[src/rtl/memory_stage.sv]
// Memory pipeline stage: EX/MEM register, data-memory handshake with wait states,
// byte-lane load/store formatting, MEM/WB register and MX/WX bypass outputs.
module memory_stage #(
    parameter int ADDR_W = 32
) (
    input  logic              clock,
    input  logic              reset,
    input  logic              in_valid,
    input  logic [31:0]       alu_out,
    input  logic [31:0]       rb_out,
    input  logic [31:0]       insn,
    input  logic [5:0]        aluop,
    input  logic              dmwe,
    input  logic              rwe,
    input  logic              rdst,
    input  logic              rwd,
    input  logic              dm_byte,
    output logic              stall,
    output logic              dm_req,
    output logic              dm_we,
    output logic [ADDR_W-1:0] dm_addr,
    output logic [3:0]        dm_be,
    output logic [31:0]       dm_wdata,
    input  logic [31:0]       dm_rdata,
    input  logic              dm_ready,
    output logic [31:0]       mx_bypass,
    output logic [4:0]        mx_rd,
    output logic              mx_rwe,
    output logic [31:0]       wb_data,
    output logic [4:0]        wb_rd,
    output logic              wb_rwe,
    output logic              misaligned
);

    localparam logic [5:0] OP_LBU = 6'b011000;
    localparam logic [5:0] OP_JAL = 6'b100000;

    typedef enum logic [0:0] {
        ST_IDLE = 1'b0,
        ST_WAIT = 1'b1
    } state_t;

    state_t      state_r;
    state_t      state_nxt_s;

    logic        m_valid_r;
    logic [31:0] m_alu_r;
    logic [31:0] m_rb_r;
    logic [4:0]  m_rd_r;
    logic        m_lbu_r;
    logic        m_dmwe_r;
    logic        m_rwe_r;
    logic        m_rwd_r;
    logic        m_byte_r;

    logic [31:0] wb_data_r;
    logic [4:0]  wb_rd_r;
    logic        wb_rwe_r;

    logic [4:0]  rd_s;
    logic        mem_s;
    logic        bad_s;
    logic        issue_s;
    logic        req_s;
    logic        stall_s;
    logic [3:0]  be_s;
    logic [31:0] wdata_s;
    logic [31:0] load_s;
    logic [7:0]  lane_s;
    logic        unused_s;

    // Big-endian lane select: lane 0 is the most significant byte.
    function automatic logic [7:0] pick_byte(input logic [31:0] w, input logic [1:0] k);
        logic [7:0] b;
        case (k)
            2'd0:    b = w[31:24];
            2'd1:    b = w[23:16];
            2'd2:    b = w[15:8];
            2'd3:    b = w[7:0];
            default: b = w[7:0];
        endcase
        return b;
    endfunction

    assign unused_s = ^{insn[31:21], insn[10:0]};

    // Destination register decode for the incoming instruction.
    always_comb begin
        rd_s = 5'd0;
        if (aluop == OP_JAL) begin
            rd_s = 5'd31;
        end else if (rdst) begin
            rd_s = insn[15:11];
        end else begin
            rd_s = insn[20:16];
        end
    end

    assign mem_s   = m_valid_r & (m_rwd_r | m_dmwe_r);
    assign bad_s   = mem_s & ~m_byte_r & (m_alu_r[1:0] != 2'b00);
    assign issue_s = mem_s & ~bad_s;
    assign req_s   = (state_r == ST_WAIT) | issue_s;
    assign stall_s = req_s & ~dm_ready;

    // Next-state logic for the memory handshake.
    always_comb begin
        state_nxt_s = state_r;
        case (state_r)
            ST_IDLE: begin
                if (issue_s && !dm_ready) begin
                    state_nxt_s = ST_WAIT;
                end else begin
                    state_nxt_s = ST_IDLE;
                end
            end
            ST_WAIT: begin
                if (dm_ready) begin
                    state_nxt_s = ST_IDLE;
                end else begin
                    state_nxt_s = ST_WAIT;
                end
            end
            default: state_nxt_s = ST_IDLE;
        endcase
    end

    // Store formatting, byte enables and load extraction.
    always_comb begin
        be_s    = 4'b0000;
        wdata_s = m_rb_r;
        lane_s  = pick_byte(dm_rdata, m_alu_r[1:0]);
        load_s  = dm_rdata;
        if (req_s) begin
            if (m_dmwe_r && m_byte_r) begin
                be_s = 4'b1000 >> m_alu_r[1:0];
            end else begin
                be_s = 4'b1111;
            end
        end else begin
            be_s = 4'b0000;
        end
        if (m_byte_r) begin
            wdata_s = {4{m_rb_r[7:0]}};
            if (m_lbu_r) begin
                load_s = {24'h000000, lane_s};
            end else begin
                load_s = {{24{lane_s[7]}}, lane_s};
            end
        end else begin
            wdata_s = m_rb_r;
            load_s  = dm_rdata;
        end
    end

    // Handshake state register.
    always_ff @(posedge clock) begin
        if (reset) begin
            state_r <= ST_IDLE;
        end else begin
            state_r <= state_nxt_s;
        end
    end

    // EX/MEM register; frozen while the memory access is outstanding.
    always_ff @(posedge clock) begin
        if (reset) begin
            m_valid_r <= 1'b0;
            m_alu_r   <= 32'h0000_0000;
            m_rb_r    <= 32'h0000_0000;
            m_rd_r    <= 5'd0;
            m_lbu_r   <= 1'b0;
            m_dmwe_r  <= 1'b0;
            m_rwe_r   <= 1'b0;
            m_rwd_r   <= 1'b0;
            m_byte_r  <= 1'b0;
        end else if (!stall_s) begin
            m_valid_r <= in_valid;
            m_alu_r   <= alu_out;
            m_rb_r    <= rb_out;
            m_rd_r    <= rd_s;
            m_lbu_r   <= (aluop == OP_LBU);
            m_dmwe_r  <= dmwe;
            m_rwe_r   <= rwe;
            m_rwd_r   <= rwd;
            m_byte_r  <= dm_byte;
        end
    end

    // MEM/WB register; a stall cycle retires a bubble.
    always_ff @(posedge clock) begin
        if (reset) begin
            wb_data_r <= 32'h0000_0000;
            wb_rd_r   <= 5'd0;
            wb_rwe_r  <= 1'b0;
        end else if (!stall_s) begin
            wb_rwe_r  <= m_valid_r & m_rwe_r & ~bad_s & (m_rd_r != 5'd0);
            wb_rd_r   <= m_rd_r;
            wb_data_r <= m_rwd_r ? load_s : m_alu_r;
        end else begin
            wb_rwe_r  <= 1'b0;
        end
    end

    assign stall      = stall_s;
    assign dm_req     = req_s;
    assign dm_we      = req_s & m_dmwe_r;
    assign dm_addr    = {m_alu_r[ADDR_W-1:2], 2'b00};
    assign dm_be      = be_s;
    assign dm_wdata   = wdata_s;
    assign misaligned = bad_s;
    assign mx_bypass  = m_alu_r;
    assign mx_rd      = m_rd_r;
    assign mx_rwe     = m_valid_r & m_rwe_r & ~m_rwd_r & (m_rd_r != 5'd0);
    assign wb_data    = wb_data_r;
    assign wb_rd      = wb_rd_r;
    assign wb_rwe     = wb_rwe_r;

endmodule

[config.mk]
export PLATFORM = sky130hd
export DESIGN_NAME = memory_stage
export DESIGN_NICKNAME = d
export VERILOG_FILES = /design/src/rtl/memory_stage.sv
export SDC_FILE = /design/constraint.sdc
export NUM_CORES = 1
export LEC_CHECK = 0
export ABC_AREA = 1
export ABC_CLOCK_PERIOD_IN_PS = 2600
export CAP_MARGIN = 15
export CORE_MARGIN = 2
export CORE_UTILIZATION = 43
export CTS_CLUSTER_SIZE = 12
export DETAILED_ROUTE_END_ITERATION = 10
export GPL_ROUTABILITY_DRIVEN = 0
export PLACE_DENSITY_LB_ADDON = 0.25
export REMOVE_ABC_BUFFERS = 1
export SLEW_MARGIN = 20
export SYNTH_ARGS = -nofsm -noshare
export SYNTH_HDL_FRONTEND = slang
export SYNTH_SLANG_ARGS = --single-unit
export TNS_END_PERCENT = 50
[constraint.sdc]
create_clock -name clock -period 2.6 [get_ports clock]
set_clock_uncertainty 0.15 [all_clocks]
set_input_delay 0.39 -clock clock [delete_from_list [all_inputs] [get_ports clock]]
set_output_delay 0.39 -clock clock [all_outputs]
set_load 0.005 [all_outputs]
==> out/metrics.yaml <==
outcome: "finished, final reports clean"
synthesis.area_per_instance_sq_um: 6.57
worstPathRequired_ps: 2060
first_global_vias: 5487
power_density_nw_per_um2: 587
clkSlewWorstSetupHoldPaths_ps: 50
hold_buffers: 0
setup_viol: 0
p_leak_nw: 3.88
fin_crit_sh: 0.957
worst_hold_path_type: "flip-flop to flip-flop"
nNetsFinal: 1183
num-fill-cells: 1095
antenna_violations_before_repair: 0
timing_worst_slew_pin_value_ps: 580
cp_top_family: "buffers and inverters"
first_iter_violations: 444
clk-insertion-delay-late_ps: 410
routed_via_density: 4.87
crit_buf_inv: 2
cts_made_buffers: 17
numPortBuffers: 266
timing.critical_path.mode_cell: "sky130_fd_sc_hd__nor2_1"
critical_path.startpoint_type: "flip-flop"
worst-path-max-fanout: 10
timing.critical_path.slowest_stage_cell: "sky130_fd_sc_hd__clkdlybuf4s50_1"
grt_start_max_net_pins: 79
cell_chain_of_the_critical_path: "inv_2, nor2_1, nor2_1, nor2_1, clkdlybuf4s50_1"
slew_headroom: 0.611
yosys_warnings: 0
synth-seq-cells: 114
final_hold_viol_count: 0
first_pass_iteration_count_of_the_detailed_router: 5
ant_nets: 0
synth_top_area_share: 0.420
timing.critical_path.arrival_ps: 1950
ys_top_cells_by_area: "sky130_fd_sc_hd__dfxtp_1 (42%), sky130_fd_sc_hd__nand2_1 (25%), sky130_fd_sc_hd__nand3_1 (8.3%)"
grt.overflow.total: 0
cts-root-buf: "sky130_fd_sc_hd__clkbuf_16"
critPathCaptureType: "primary output"
htree_levels: 4
total_power_w: 0.00497
ir_drop_uv: 462
clock_power_share: 0.419
cts_tree: "yes"
mappedNetlistArea_sq_um: 5440
setup-tns-final_ps: 0
grt_first_pass_wirelength_mm: 27.3
finalWirelength_mm: 17.6
synthesis.instances: 828
place_worst_setup_slack_ps: 369
die_area_sq_um: 13600
mostFrequentLayoutCell: "sky130_fd_sc_hd__nand2_1"
layout_min_cycle_time_ps: 2490
power.sequential.fraction: 0.394
layout-drive-gt1-share: 0.0542
grt_setup_unrepaired: "false"
finalWorstSetupSlack_ps: 113
cts_num_sinks: 114
num_antenna_cells: 0
crit_path_max_incr_delay_ps: 550
vias: 5957
core_area_sq_um: 12500
power_switching_w: 0.00123
initial_core_util: 0.436
place_hpwl_mm: 11.9
power_report.internal_total_w: 0.00374
power.share.switching: 0.247
combPwrFrac: 0.187
worst-setup-path-type: "flip-flop to primary output"
sequential_to_total_area_share_from_yosys_stat: 0.420
route.detailed.drc: 0
synthDistinctLibCells: 22
clk_path_buf_depth: 2
floorplan.die.height_um: 116
num_io_pins: 291
synthToLayoutAreaGrowth_pct: 55.8
floorplan.rows: 41
final_cell_mix: "sky130_fd_sc_hd__nand2_1 (360), sky130_fd_sc_hd__clkdlybuf4s50_1 (264), sky130_fd_sc_hd__dfxtp_1 (113), sky130_fd_sc_hd__nand3_1 (90), sky130_fd_sc_hd__nor2_1 (62)"
groute.usage.overall: 0.261
synth_area_leader_cell: "sky130_fd_sc_hd__dfxtp_1"
dieWidth_um: 116
max_freq_mhz: 402
routedWlPerCell_um: 14.4
timing.final.max_slew_violations: 0
cap_viol_max_count: 0
tightest hold or removal path, cell delays in order (launching register included):
cell                      delay, ps
sky130_fd_sc_hd__dfxtp_1        320
sky130_fd_sc_hd__nand2_1         50
sky130_fd_sc_hd__nand2_1         40
per-layer routing:
| metal | vias to the layer above | global-route usage | share of wire |
|---|---|---|---|
| met3 | 33 | 0.0851 | 0.095 |
| met4 | 0 | 0.117 | 0.027 |
| met1 | 2666 | 0.309 | 0.40 |
| met2 | 259 | 0.431 | 0.48 |
| li1 | 2999 | - | - |
| met5 | - | 0 | 0 |
registers in the layout, indices dropped and copies added, names as in the netlist:
register   flops
m_byte_r       1
m_dmwe_r       1
m_lbu_r        1
m_rb_r        32
m_rwd_r        1
m_rwe_r        1
m_valid_r      1
mx_bypass     32
mx_rd          5
state_r        1
wb_data       32
wb_rd          5
wb_rwe         1
logic make-up after synthesis:
group | after synthesis | share of synthesized area
AOI/OAI and AO/OA | 71 | 0.0655
buffers and inverters | 113 | 0.119
DFF | 114 | 0.420
other | 1 | 0.000689
and+or+nand+nor | 529 | 0.395
power by group through the flow:
stage	Clock (W)	Sequential, W	Combinational [W]
floorplan	0	0.00200	0.000290
global placement	0	0.00199	0.000916
detailed placement	0	0.00199	0.000927
CTS	0.00211	0.00196	0.000933
global route	0.00220	0.00197	0.00102
finish	0.00208	0.00196	0.000928
what timing repair did:
| item | in CTS | in global routing |
|---|---|---|
| buffers inserted | 0 | 0 |
| resized for setup | 1 | 5 |
| endpoints found under the setup margin | 1 | 6 |
worst paths after layout:
| check | startpoint | to | slack, ps | cells after the start |
|---|---|---|---|---|
| setup / recovery | mx_bypass[1] | dm_be[1] | 110 | 5 |
| hold reg to reg | m_rb_r[24] | m_rb_r[24] | 290 | 2 |
| hold / removal | m_rb_r[24] | m_rb_r[24] | 290 | 2 |
| setup reg to reg | m_byte_r | wb_data[15] | 360 | 8 |
synth_stat cells:
library cell	instances
sky130_fd_sc_hd__inv_1	22
sky130_fd_sc_hd__nand3_1	90
sky130_fd_sc_hd__buf_1	5
sky130_fd_sc_hd__a21oi_1	45
sky130_fd_sc_hd__nand2_1	362
sky130_fd_sc_hd__nand3b_2	1
sky130_fd_sc_hd__buf_2	9
sky130_fd_sc_hd__nand4_1	3
sky130_fd_sc_hd__a31oi_1	1
sky130_fd_sc_hd__dfxtp_1	114
sky130_fd_sc_hd__o21ai_1	1
sky130_fd_sc_hd__buf_4	41
sky130_fd_sc_hd__buf_6	8
sky130_fd_sc_hd__clkbuf_1	25
sky130_fd_sc_hd__o21ai_0	24
sky130_fd_sc_hd__inv_2	2
sky130_fd_sc_hd__or2_2	6
sky130_fd_sc_hd__clkinv_1	1
sky130_fd_sc_hd__nor2_8	1
sky130_fd_sc_hd__nor3_1	3
sky130_fd_sc_hd__conb_1	1
sky130_fd_sc_hd__nor2_1	63
metrics by stage:
step	utilization	hold slack [ps]	instances	instance area [sq um]
floorplan	-	269	741	4890
global placement	0.636	278	1193	7930
detailed placement	0.636	282	1193	7930
CTS	0.679	295	1223	8460
global route	0.680	317	1223	8480
finish	0.680	293	1223	8480
area by class of cell:
class / count / area, sq um / share of cell area
Timing Repair Buffer: 280 / 2820 / 0.333
Inverter: 25 / 93.8 / 0.0111
Clock buffer: 25 / 505 / 0.0596
Clock inverter: 5 / 27.5 / 0.00325
Tap cell: 172 / 215 / 0.0254
Sequential cell: 114 / 2280 / 0.269
Multi-Input combinational cell: 602 / 2530 / 0.298
Note: power is estimated with default switching activity, not from simulation.
==> patch 1, RTL diff (same settings) <==
The parameter `ADDR_W` goes from 32 to 28.
--- a/src/rtl/memory_stage.sv
+++ b/src/rtl/memory_stage.sv
@@ -2,5 +2,5 @@
 // byte-lane load/store formatting, MEM/WB register and MX/WX bypass outputs.
 module memory_stage #(
-    parameter int ADDR_W = 32
+    parameter int ADDR_W = 28
 ) (
     input  logic              clock,
Ports: changed (resized dm_addr); port bits go from 291 to 287. No check against the original RTL was run, so the function may have changed too.
==> patch 1 against the unedited design <==
Power is 0.64% higher. Sequential cell count stayed put. Global-route usage is 0.54 points lower. Register-to-register slack better by 0.25 ns. Largest power group unchanged. Synthesized area is 0.55% lower. Routed wire length is 2.9% lower. Via count is 1.9% lower. Clock power is 2% higher. Setup slack better by 0.029 ns. Design area is 0.46% lower.
==> patch 1: results <==
export IMPL_status="complete, no violations"
export IMPL_grt_max_degree=81
export IMPL_placed_area_um2=7890
export IMPL_fillers=1072
export IMPL_seq_area_frac_synth_pct=42.2
export IMPL_reg2reg_depth=10
export IMPL_cp_endpoint="mx_rwe"
export IMPL_r2r_slack_ns=0.61
export IMPL_grt_pass1_wl_mm=27.0
export IMPL_cp_arrival_ns=1.92
export IMPL_holdWs_ns=0.291
export IMPL_crit_path_max_fanout=40
export IMPL_drive_gt1_share_pct=5.71
export IMPL_grt_pass1_vias=5429
export IMPL_r2r_start="mx_bypass[0]"
export IMPL_worst_slack_ns=0.141
export IMPL_hold_end="m_rb_r[21]"
export IMPL_grt_total_usage_pct=25.6
export IMPL_dr_first_iter_drc_count=393
export IMPL_hp_class="flip-flop to flip-flop"
export IMPL_wl_per_cell_um=14.0
export IMPL_hold_depth=2
export IMPL_hpwl_mm=11.7
export IMPL_met1_usage_pct=30.6
export IMPL_wirelength_mm=17.1
export IMPL_hold_start="m_rb_r[21]"
export IMPL_r2r_end="wb_data[14]"
export IMPL_leakage_nw=3.86
export IMPL_wl_met2_mm=8.16
export IMPL_firstDrtPassIters=4
export IMPL_crit_start="m_rwd_r"
export IMPL_via_per_inst=4.80
export IMPL_pre_cts_slack_ns=0.441
export IMPL_wl_met3_mm=1.62
## patch 1: cell count changes after synthesis
cell and change:
buf_4 -4
## patch 1: kinds of logic after synthesis
kind of cell           synth area share (%)
other                                0.0693
AOI/OAI and AO/OA                      6.59
buffers and inverters                  11.4
and+or+nand+nor                        39.7
DFF                                    42.2
## patch 1: cell type report
type,count,area [um^2],area share [%]
Timing Repair Buffer,278,2780,32.9
Multi-Input combinational cell,602,2530,30.0
Sequential cell,114,2290,27.1
Clock buffer,25,485,5.75
Tap cell,168,210,2.49
Inverter,25,93.8,1.11
Clock inverter,6,55.1,0.652
## patch 1: worst max-delay path: stages (launching register included)
cell             delay (ns)
dfxtp_2                0.32
buf_4                  0.40
clkinv_1               0.16
nand4_1                0.12
inv_1                  0.04
clkdlybuf4s50_1        0.46
## patch 1: power breakdown
part | switching, mW | internal [mW]
combinational | 0.378 | 0.540
clock | 0.755 | 1.37
sequential | 0.0848 | 1.87
==> patch 2, RTL diff (same flow settings) <==
Made on the original files. Make the reset (`reset`) asynchronous in 3 clocked blocks.
--- a/src/rtl/memory_stage.sv
+++ b/src/rtl/memory_stage.sv
@@ -154,5 +154,5 @@
 
     // Handshake state register.
-    always_ff @(posedge clock) begin
+    always_ff @(posedge clock or posedge reset) begin
         if (reset) begin
             state_r <= ST_IDLE;
@@ -163,5 +163,5 @@
 
     // EX/MEM register; frozen while the memory access is outstanding.
-    always_ff @(posedge clock) begin
+    always_ff @(posedge clock or posedge reset) begin
         if (reset) begin
             m_valid_r <= 1'b0;
@@ -188,5 +188,5 @@
 
     // MEM/WB register; a stall cycle retires a bubble.
-    always_ff @(posedge clock) begin
+    always_ff @(posedge clock or posedge reset) begin
         if (reset) begin
             wb_data_r <= 32'h0000_0000;
Check against the original RTL: differs if reset is asserted again (counterexample within 4 cycles, from zero or initial values and one cycle with reset high); with reset held inactive, the same outputs for 10 cycles.
==> patch 2 against the unedited design <==
Sequential cell count unchanged. Core utilization up 0.54 points. Design area increased by 7.5%. Setup slack got worse by 0.10 ns. Die area grew 8.0%. Critical endpoint is now dm_be[3]. Routed wire length up 2.4%. Synthesized area grew 8.3%.
Power is not compared: it rests on default switching activity, and its combinational part moved more than twofold at a synthesized area within 25%.
==> patch 2: results <==
export IMPL_vias=5854
export IMPL_grt_pass1_wl_mm=28.9
export IMPL_drive_gt1_share_pct=5.86
export IMPL_grt_max_degree=116
export IMPL_slowest_delay_ns=0.52
export IMPL_status="complete, no violations"
export IMPL_antenna_found_initial=1
export IMPL_syn_avg_cell_area_um2=7.31
export IMPL_seq_area_frac_synth_pct=48.4
export IMPL_ys_top_cells_by_count="328 x nand2_1, 114 x dfrtp_1, 71 x nor2_1"
export IMPL_reg2reg_depth=11
export IMPL_wl_per_cell_um=14.8
export IMPL_grt_pass1_vias=5856
export IMPL_async_flop_share_pct=100
export IMPL_r2r_start="mx_bypass[1]"
export IMPL_hpwl_mm=12.5
export IMPL_fillers=1149
export IMPL_synthFlopType="dfrtp_1"
export IMPL_dr_first_iter_drc_count=283
export IMPL_ys_types=25
export IMPL_synth_area_top_cells="dfrtp_1 48%, nand2_1 21%, buf_4 6.2%"
export IMPL_fin_cells=1217
export IMPL_cp_arrival_ns=2.05
export IMPL_grt_total_usage_pct=25.4
export IMPL_firstDrtPassIters=8
export IMPL_crit_path_max_fanout=12
export IMPL_r2r_end="wb_data[25]"
export IMPL_holdWs_ns=0.211
export IMPL_hp_class="input pin to asynchronous set/reset pin"
export IMPL_peakVddDrop_mv=0.509
-- patch 2: changes by cell type after synthesis, moves of 20 or more --
| cell | delta |
|---|---|
| nand2_1 | -34 |
| inv_1 | +22 |
| dfrtp_1 | +114 |
| o21ai_0 | +46 |
| a21oi_1 | +20 |
| dfxtp_1 | -114 |
| nand3_1 | -80 |
-- patch 2: cell type report --
class | count | share of cell area, %
clock buffer | 22 | 5.09
clock inverter | 10 | 1.98
sequential | 114 | 31.3
inverter | 47 | 2.03
timing repair buffer | 286 | 31.5
multi-input combinational | 562 | 25.7
tap | 176 | 2.42
-- patch 2: power by group through the flow --
stage	combinational [mW]	clock, mW	sequential, mW
detailed placement	2.91	0	2.52
global route	3.22	2.67	2.56
global placement	2.87	0	2.51
floorplan	1.02	0	2.57
CTS	2.93	2.58	2.50
finish	2.92	2.54	2.50
-- patch 2: how the worst max path moves through the flow --
| stage | end | cells after the start | from |
|---|---|---|---|
| after floorplan | m_byte_r | 1 | reset |
| after global placement | wb_data[18] | 10 | mx_bypass[1] |
| after detailed placement | wb_data[25] | 10 | mx_bypass[1] |
| after CTS | dm_be[3] | 5 | mx_bypass[1] |
| after global routing | dm_be[3] | 5 | mx_bypass[0] |
| final | dm_be[3] | 5 | mx_bypass[0] |
-- patch 2: cells by family after synthesis --
family                 share of synthesized area, %
AO/OA/AOI/OAI                                  12.1
AND/OR/NAND/NOR                                27.4
buffers and inverters                          12.0
other                                        0.0637
flip-flops                                     48.4
-- patch 2: critical path, delay by kind of cell (launching register included) --
kind                   cells  cell delay, ns
flip-flops                 1            0.37
AO/OA/AOI/OAI              1            0.17
buffers and inverters      3            0.98
AND/OR/NAND/NOR            1            0.11
-- patch 2: repair_timing --
action	CTS	global route
pin swaps	0	0
hold buffers	0	0
setup endpoints to repair	1	6
buffers inserted	0	2
resized for setup	1	4
-- patch 2: metrics by stage --
stage	area, um^2	worst slack (ns)	setup TNS, ns	total power [mW]
after CTS	9080	0.00389	0	8.02
after detailed placement	8440	0.419	0	5.43
final	9110	0.0111	0	7.95
after global placement	8440	0.450	0	5.38
after global routing	9110	-0.0530	-0.0671	8.46
after floorplan	5370	-0.956	-166.14	3.59
-- patch 2: per-layer routing --
| layer | vias to the layer above | track usage (%) | part of all wire (%) |
|---|---|---|---|
| met5 | - | 0 | 0 |
| li1 | 2927 | - | - |
| met2 | 228 | 42.0 | 49 |
| met3 | 29 | 6.67 | 7.3 |
| met4 | 0 | 10.5 | 2.3 |
| met1 | 2670 | 31.4 | 42 |
